### config.mk
export PLATFORM = sky130hd
export DESIGN_NAME = mem_port_arbiter
export DESIGN_NICKNAME = d
export VERILOG_FILES = /design/src/rtl/mem_port_arbiter.sv
export SDC_FILE = /design/constraint.sdc
export NUM_CORES = 1
export LEC_CHECK = 0
export BUFFER_PORTS_ARGS = -buffer_cell sky130_fd_sc_hd__buf_2
export CAP_MARGIN = 20
export CORE_MARGIN = 2
export CORE_UTILIZATION = 29
export CTS_CLUSTER_SIZE = 16
export DETAILED_ROUTE_END_ITERATION = 8
export PLACE_DENSITY = 0.57
export SLEW_MARGIN = 20
export SYNTH_ARGS = -nofsm -noshare
export SYNTH_HDL_FRONTEND = slang
export SYNTH_SLANG_ARGS = --single-unit
### constraint.sdc
create_clock -name clk -period 5.75 [get_ports clk]
set_clock_uncertainty 0.15 [all_clocks]
set_input_delay 0.8625 -clock clk [delete_from_list [all_inputs] [get_ports clk]]
set_output_delay 0.8625 -clock clk [all_outputs]
set_load 0.005 [all_outputs]
### src/rtl/mem_port_arbiter.sv
// rtl/mem_port_arbiter.sv - imem/dmem arbiter for one single-port memory with a response watchdog
// Optional: define ARB_ROUND_ROBIN_EN to alternate the tie-break instead of fixed dmem priority.
module mem_port_arbiter #(
    parameter int TIMEOUT = 255
) (
    input  logic        clk,
    input  logic        rst,
    input  logic [31:0] imem_addr,
    input  logic [3:0]  imem_rmask,
    output logic [31:0] imem_rdata,
    output logic        imem_resp,
    input  logic [31:0] dmem_addr,
    input  logic [3:0]  dmem_rmask,
    input  logic [3:0]  dmem_wmask,
    input  logic [31:0] dmem_wdata,
    output logic [31:0] dmem_rdata,
    output logic        dmem_resp,
    output logic [31:0] mem_addr,
    output logic [3:0]  mem_rmask,
    output logic [3:0]  mem_wmask,
    output logic [31:0] mem_wdata,
    input  logic [31:0] mem_rdata,
    input  logic        mem_resp,
    output logic        arb_err
);

    typedef enum logic [1:0] {IDLE, BUSY_I, BUSY_D} state_t;

    localparam int CW = $clog2(TIMEOUT + 1);
    localparam logic [CW-1:0] CNT_LAST = CW'(TIMEOUT - 1);

    state_t        state, state_nxt;
    logic [CW-1:0] cnt, cnt_nxt;

    logic          i_vld;
    logic [31:0]   i_addr;
    logic [3:0]    i_rmask;
    logic          d_vld;
    logic [31:0]   d_addr;
    logic [3:0]    d_rmask;
    logic [3:0]    d_wmask;
    logic [31:0]   d_wdata;

    logic          pick_d, issue_i, issue_d, timeout_hit;
    logic          i_req, d_req, i_conf, d_conf;

    // A requester's transaction stops being "in flight" in its response cycle,
    // so a new request in that same cycle is accepted.
    assign i_req  = |imem_rmask;
    assign d_req  = (|dmem_rmask) || (|dmem_wmask);
    assign i_conf = i_req && (i_vld || (state == BUSY_I && !mem_resp));
    assign d_conf = d_req && (d_vld || (state == BUSY_D && !mem_resp) ||
                              ((|dmem_rmask) && (|dmem_wmask)));

`ifdef ARB_ROUND_ROBIN_EN
    logic last_d;

    assign pick_d = d_vld && (!i_vld || !last_d);

    always_ff @(posedge clk or negedge rst) begin
        if (!rst) begin
            last_d <= 1'b0;
        end else if (issue_d) begin
            last_d <= 1'b1;
        end else if (issue_i) begin
            last_d <= 1'b0;
        end
    end
`else
    assign pick_d = d_vld;
`endif

    always_comb begin
        state_nxt   = state;
        cnt_nxt     = cnt;
        mem_addr    = '0;
        mem_rmask   = '0;
        mem_wmask   = '0;
        mem_wdata   = '0;
        imem_rdata  = '0;
        imem_resp   = 1'b0;
        dmem_rdata  = '0;
        dmem_resp   = 1'b0;
        issue_i     = 1'b0;
        issue_d     = 1'b0;
        timeout_hit = 1'b0;
        case (state)
            IDLE: begin
                if (pick_d) begin
                    mem_addr  = d_addr;
                    mem_rmask = d_rmask;
                    mem_wmask = d_wmask;
                    mem_wdata = d_wdata;
                    issue_d   = 1'b1;
                    cnt_nxt   = '0;
                    state_nxt = BUSY_D;
                end else if (i_vld) begin
                    mem_addr  = i_addr;
                    mem_rmask = i_rmask;
                    issue_i   = 1'b1;
                    cnt_nxt   = '0;
                    state_nxt = BUSY_I;
                end
            end
            BUSY_I, BUSY_D: begin
                if (mem_resp) begin
                    if (state == BUSY_I) begin
                        imem_resp  = 1'b1;
                        imem_rdata = mem_rdata;
                    end else begin
                        dmem_resp  = 1'b1;
                        dmem_rdata = mem_rdata;
                    end
                    state_nxt = IDLE;
                end else if (cnt == CNT_LAST) begin
                    timeout_hit = 1'b1;
                    state_nxt   = IDLE;
                end else begin
                    cnt_nxt = cnt + 1'b1;
                end
            end
            default: state_nxt = IDLE;
        endcase
    end

    always_ff @(posedge clk or negedge rst) begin
        if (!rst) begin
            state   <= IDLE;
            cnt     <= '0;
            i_vld   <= 1'b0;
            i_addr  <= '0;
            i_rmask <= '0;
            d_vld   <= 1'b0;
            d_addr  <= '0;
            d_rmask <= '0;
            d_wmask <= '0;
            d_wdata <= '0;
            arb_err <= 1'b0;
        end else begin
            state <= state_nxt;
            cnt   <= cnt_nxt;
            if (issue_i) begin
                i_vld <= 1'b0;
            end
            if (i_req && !i_conf) begin
                i_vld   <= 1'b1;
                i_addr  <= imem_addr;
                i_rmask <= imem_rmask;
            end
            if (issue_d) begin
                d_vld <= 1'b0;
            end
            if (d_req && !d_conf) begin
                d_vld   <= 1'b1;
                d_addr  <= dmem_addr;
                d_rmask <= dmem_rmask;
                d_wmask <= dmem_wmask;
                d_wdata <= dmem_wdata;
            end
            if (i_conf || d_conf || timeout_hit) begin
                arb_err <= 1'b1;
            end
        end
    end

endmodule

==> flow_summary_export.csv, run 1 <==
group,metric,value,unit
critical_path,cp_top_family,"flip-flops",
detailed_routing,finalWirelength,16910,microns
clock_network,cts_tree,"built",
clock_network,numCtsBuffers,17,
global_routing,grt_overflow_total,0,
finish,layout-drive-gt1-share,0.5550,
outcome,status,"finished, final reports clean",
critical_path,reg2reg_setup_slack,3.02,ns
sta,fin_setup_tns,0,ns
floorplanning,boundaryPins,282,
logic_synthesis,synth.cell_area,0.005867,sq mm
detailed_routing,dr.pass1.iters,4,
critical_path,critical_path_peak_fanout,39,
finish,nets,899,
clock_network,clockBufferDepth,2,
critical_path,cp.depth,4,
global_routing,grtUsageTotal,0.1554,
sta,report.final.slew_viol_count,0,
logic_synthesis,ys_types,32,
global_routing,grt_pass1_wl,26070,microns
floorplanning,rows,52,
global_routing,antenna_found_initial,1,
clock_network,cts_resized,0,
critical_path,arrival,2.83,ns
sta,grt_setup_unrepaired,"no",
critical_path,crit_chain,"inv_1, nor2_4, a22o_1, buf_2",
sta,min_period,3.844,ns
clock_network,cts.htree.levels,4,
global_routing,first_global_vias,4880,
logic_synthesis,syn_avg_cell_area,12.17,sq um
place,dp_hpwl,12270,microns
clock_network,clk_latency,0.41,ns
clock_network,clockRootBuffer,"clkbuf_16",
logic_synthesis,yosysSeqAreaShare,0.5161,
critical_path,cp-endpoint,"mem_addr[1]",
detailed_routing,antenna_left,0,
power_and_ir_drop,cellPowerDensity,496.3,mW/mm^2
floorplanning,dieArea,0.02138,sq mm
logic_synthesis,syn_nets,630,
critical_path,r2r_start,"d_vld",
detailed_routing,wl_per_cell,16.35,microns
place,port_buffers,281,
clock_network,cts_hold_buf,0,
power_and_ir_drop,ir_drop,211.3,uV
critical_path,crit_type,"reg -> out",
clock_network,cts_setup_buffers,0,
detailed_routing,drcViolationCount,0,
critical_path,rr_worst_depth,4,
logic_synthesis,yosysWarnings,0,
detailed_routing,post_drt_via_cell_ratio,4.662,
run,drv_cap,0,
critical_path,cpMaxStageDelayCell,"dfrtp_1",
critical_path,startpoint,"d_vld",
finish,antenna_cells,0,
logic_synthesis,syn_inst,482,
critical_path,crit-reg2reg-capture,"cnt[5]",
detailed_routing,vias,4820,
critical_path,crit_path_start_kind,"flip-flop",
sta,hold_violations,0,
sta,finalCritPeriodShare,0.6685,
critical_path,cp.required,4.74,ns
floorplanning,die_y,146.2,microns
clock_network,cts.clk_slew.worst_paths,0.06,ns
place,place.gp.congestion,0.7308,
floorplanning,start_util,0.2928,
sta,max_freq,0.2601,GHz
detailed_routing,drt_iter0_markers,148,
logic_synthesis,ys_ff_latch,121,
power_and_ir_drop,p_leak,4.198,nW
critical_path,critical_path.max_stage_delay,0.96,ns
sta,slew-limit-headroom,0.3110,
critical_path,path_buf_inv,2,
sta,worst_slew_pin_slew,1.033,ns
critical_path,end_kind,"output pin",
worst_hold_path,hold_path_class,"in -> async",
floorplanning,core,0.02004,sq mm
global_routing,grt_max_degree,79,
clock_network,cts.sinks,121,
floorplanning,die_w,146.2,microns
sta,finalSetupViolations,0,
finish,area_growth,37.13,%
finish,fin_util,0.4015,
-- worst min-delay path by stage --
stage                   to  slack, ns  depth (start not counted)
2_1_floorplan    i_addr[7]       0.31                          1
3_3_place_gp       arb_err       0.31                          1
3_5_place_dp     i_addr[7]       0.33                          1
4_1_cts          i_addr[7]       0.34                          1
5_1_grt            arb_err       0.35                          1
6_report       d_wdata[14]       0.33                          1
-- report_power, final --
part	internal (mW)	switching (mW)	leakage, nW	total (mW)
clock network	0.619	0.399	0.264	1.02
logic	0.791	0.707	2.49	1.50
registers	1.24	0.237	1.44	1.48
-- area by class of cell --
type / instances / area [sq um]
multi-input combinational: 320 / 2641
clock buffer: 19 / 452.9
fill: 1990 / 11990
tap: 270 / 337.8
timing repair buffer: 285 / 1443
clock inverter: 13 / 120.1
inverter: 6 / 22.52
sequential: 121 / 3028
-- Yosys cell counts --
cell / n / share of area
or4_1: 2 / 0.0026
and3_1: 39 / 0.042
nand3b_1: 5 / 0.0064
nand3_1: 4 / 0.0034
a22o_1: 41 / 0.061
nand2b_1: 3 / 0.0032
buf_6: 7 / 0.013
and2_0: 1 / 0.0011
a221o_1: 1 / 0.0017
o221ai_1: 4 / 0.0060
nand2_2: 1 / 0.0011
o21ai_0: 11 / 0.0094
nand2_1: 9 / 0.0058
o211ai_1: 2 / 0.0026
nor4_1: 3 / 0.0032
dfrtp_1: 121 / 0.52
buf_2: 4 / 0.0034
nor2_1: 5 / 0.0032
nand4_1: 3 / 0.0032
o311ai_0: 1 / 0.0015
mux2_1: 1 / 0.0019
ha_1: 5 / 0.011
nor3_1: 1 / 0.00085
o22ai_1: 1 / 0.0011
xor2_1: 1 / 0.0015
mux2_2: 103 / 0.20
a21oi_1: 5 / 0.0043
and2_1: 66 / 0.070
or2_2: 1 / 0.0011
nor4b_1: 1 / 0.0015
clkbuf_1: 24 / 0.015
inv_1: 6 / 0.0038
-- stage by stage --
| step | hold WS, ns | total power [mW] | instances | worst slack, ns | cell area (sq um) |
|---|---|---|---|---|---|
| floorplan | 0.3090 | 2.415 | 482 | 3.178 | 5867 |
| global placement | 0.3103 | 2.992 | 1002 | 2.402 | 7468 |
| detailed placement | 0.3303 | 3.004 | 1002 | 2.368 | 7468 |
| CTS | 0.3438 | 4.049 | 1034 | 1.897 | 8041 |
| global route | 0.3525 | 4.267 | 1034 | 1.648 | 8045 |
| finish | 0.3323 | 3.993 | 1034 | 1.906 | 8045 |
-- registers in the layout (all words and copies together), names as in the netlist --
register	count
state	2
cnt	8
i_rmask	4
d_vld	1
i_vld	1
d_rmask	4
d_addr	32
arb_err	1
i_addr	32
d_wdata	32
d_wmask	4
-- worst register-to-register path: stages, from the launching register on --
cell and delay, ns:
dfrtp_1 0.96, nand2b_1 0.26, o221ai_1 0.36, or2_2 0.50, a221o_1 0.37
-- logic make-up after synthesis --
logic type | after synthesis | synth area share
xor+xnor | 1 | 0.001493
compound gates | 66 | 0.08765
flops | 121 | 0.5161
simple gates | 144 | 0.1484
buf+inv | 41 | 0.03604
mux | 104 | 0.1996
fa+ha+maj | 5 | 0.01066
-- metal layers --
layer  share of wire  track usage  vias up
li1                -            -     2267
met1            0.39       0.1674     2359
met2            0.53       0.2884      178
met3           0.073      0.05094       14
met4           0.012      0.04806        2
met5         0.00077            0        -
-- placed cells by master, fill, tap and decap left out, drive strengths merged, types with 3 or more instances in the layout --
cell type    n
ha           5
o21ai       11
buf        285
dfrtp      121
clkbuf      19
nand2b       3
o221ai       4
nor2         5
clkinvlp     6
nand4        3
and3        39
clkinv       4
nand3b       5
inv          8
nand2       10
a21oi        5
nand3        4
a22o        41
nor4         3
and2        67
mux2       104
Note: power is estimated with default switching activity, not from simulation.
==> run 2: changes to the inputs <==
--- a/config.mk
+++ b/config.mk
@@ -11,7 +11,7 @@
 export CORE_UTILIZATION = 29
 export CTS_CLUSTER_SIZE = 16
 export DETAILED_ROUTE_END_ITERATION = 8
-export PLACE_DENSITY = 0.57
+export PLACE_DENSITY = 0.59
 export SLEW_MARGIN = 20
 export SYNTH_ARGS = -nofsm -noshare
 export SYNTH_HDL_FRONTEND = slang
==> constraint.sdc (replaced) <==
create_clock -name clk -period 3.3 [get_ports clk]
set_clock_uncertainty 0.15 [all_clocks]
set_input_delay 0.495 -clock clk [delete_from_list [all_inputs] [get_ports clk]]
set_output_delay 0.495 -clock clk [all_outputs]
set_load 0.005 [all_outputs]
==> run 2 against run 1 <==
- the run now ends with hold timing left
- power increased by 78%
- critical path depth is 2 higher
- clock power increased by 83%
- combinational power grew 81%
- non-clock buffer count increased by 10
- cell area increased by 1.7%
- die area did not move
==> flow_summary_export.csv, run 2 (synthesized netlist as in run 1, its figures left out) <==
group,metric,value,unit
sta,finalCritPeriodShare,0.8928,
power_and_ir_drop,cellPowerDensity,870.2,mW/mm^2
global_routing,antenna_found_initial,3,
clock_network,numCtsBuffers,17,
global_routing,grt_overflow_total,0,
detailed_routing,vias,4868,
critical_path,end_kind,"output pin",
place,dp_slack,0.6365,ns
global_routing,grt_pass1_wl,26920,microns
power_and_ir_drop,ir_drop,472.8,uV
detailed_routing,finalWirelength,17310,microns
floorplanning,boundaryPins,282,
sta,grt_setup_unrepaired,"no",
power_and_ir_drop,p_leak,4.279,nW
sta,slew-limit-headroom,0.4636,
finish,final_common_cell,"buf_2",
floorplanning,die_y,146.2,microns
sta,fin_setup_tns,0,ns
detailed_routing,wl_per_cell,16.54,microns
run,drv_cap,0,
detailed_routing,dr.pass1.iters,4,
sta,worst_slew_pin_slew,0.8046,ns
finish,fillers,1991,
finish,reg_top3,"d_addr (32), d_wdata (32), i_addr (32)",
floorplanning,start_util,0.2928,
place,dp_hpwl,12970,microns
finish,area_growth,39.45,%
critical_path,cp_top_family,"adder cells",
sta,hold_violations,3,
floorplanning,dieArea,0.02138,sq mm
critical_path,critical_path.max_stage_delay,0.62,ns
critical_path,critical_path_peak_fanout,32,
place,place.gp.congestion,0.7494,
critical_path,arrival,2.30,ns
floorplanning,core,0.02004,sq mm
sta,finalSetupViolations,0,
finish,nets,909,
clock_network,clockRootBuffer,"clkbuf_16",
clock_network,clk_latency,0.41,ns
sta,max_freq,0.3394,GHz
clock_network,cts_setup_buffers,0,
clock_network,cts.sinks,121,
floorplanning,rows,52,
clock_network,cts_resized,0,
clock_network,cts_tree,"built",
sta,timing.hold.ws,-0.005936,ns
global_routing,grtUsageTotal,0.1637,
sta,min_period,2.946,ns
clock_network,cts_hold_buf,0,
place,place_inst,1012,
global_routing,first_global_vias,4960,
worst_hold_path,hold_path_class,"in -> async",
clock_network,cts.clk_slew.worst_paths,0.06,ns
detailed_routing,drcViolationCount,0,
critical_path,crit_path_start_kind,"flip-flop",
outcome,status,"complete, but fails checks",
finish,stdcell_count,1046,
detailed_routing,drt_iter0_markers,171,
critical_path,cp.required,2.65,ns
clock_network,cts.htree.levels,4,
finish,final_cell_mix,"buf_2 (280), dfrtp_1 (121), mux2_2 (103)",
sta,setup_ws,0.3538,ns
place,port_buffers,281,
outcome,violations,"hold timing",
floorplanning,die_w,146.2,microns
sta,report.final.slew_viol_count,0,
critical_path,path_buf_inv,3,
finish,layout-drive-gt1-share,0.5568,
clock_network,clockBufferDepth,2,
critical_path,cpMaxStageDelayCell,"ha_1",
detailed_routing,antenna_left,0,
critical_path,crit_chain,"inv_1, ha_1, and3_1, buf_4, and2_1, buf_2",
critical_path,crit_type,"reg -> out",
detailed_routing,post_drt_via_cell_ratio,4.654,
global_routing,grt_max_degree,61,
## run 2: per-layer routing
metal	share of wire	wire length, microns	GRT usage
met1	0.37	6376	0.1713
met2	0.53	9136	0.2998
met5	0	0	0
met3	0.075	1290	0.05719
met4	0.029	503	0.06553
## run 2: worst paths after layout
kind,start,end,slack (ns),cells after the start
min in group clk,imem_addr[7],i_addr[7],0.14,2
hold reg to reg,arb_err,arb_err,0.31,1
hold / removal,rst,d_wdata[17],-0.006,1
max in group asynchronous,rst,i_addr[3],2.19,2
setup / recovery,state[0],imem_rdata[22],0.35,6
setup reg to reg,state[0],cnt[5],0.69,5
## run 2: worst register-to-register path, cell delays in order, from the launching register on
cell and delay, ns:
dfrtp_1 0.36, inv_1 0.07, ha_1 0.62, o221ai_1 0.42
or2_2 0.49, a221o_1 0.37
## run 2: layout make-up
class	instances	area [sq um]	area share
Sequential cell	121	3028	0.3701
Multi-Input combinational cell	320	2640	0.3227
Timing Repair Buffer	295	1551	0.1896
Clock buffer	20	446.7	0.05460
Tap cell	270	337.8	0.04129
Clock inverter	12	150.1	0.01835
Inverter	6	22.52	0.002753
Antenna cell	2	5.005	0.0006117
## run 2: per-stage QoR
step	power (mW)	utilization	instance area, sq um
2_1_floorplan	4.208	-	5867
3_3_place_gp	5.279	0.3782	7580
3_5_place_dp	5.307	0.3782	7580
4_1_cts	7.227	0.4080	8177
5_1_grt	7.624	0.4082	8179
6_report	7.120	0.4083	8182
## run 2: power by group
group | internal (mW) | leakage (nW) | switching, mW
logic | 1.43 | 2.55 | 1.29
clock network | 1.20 | 0.286 | 0.667
registers | 2.16 | 1.44 | 0.371
total | 4.79 | 4.28 | 2.33
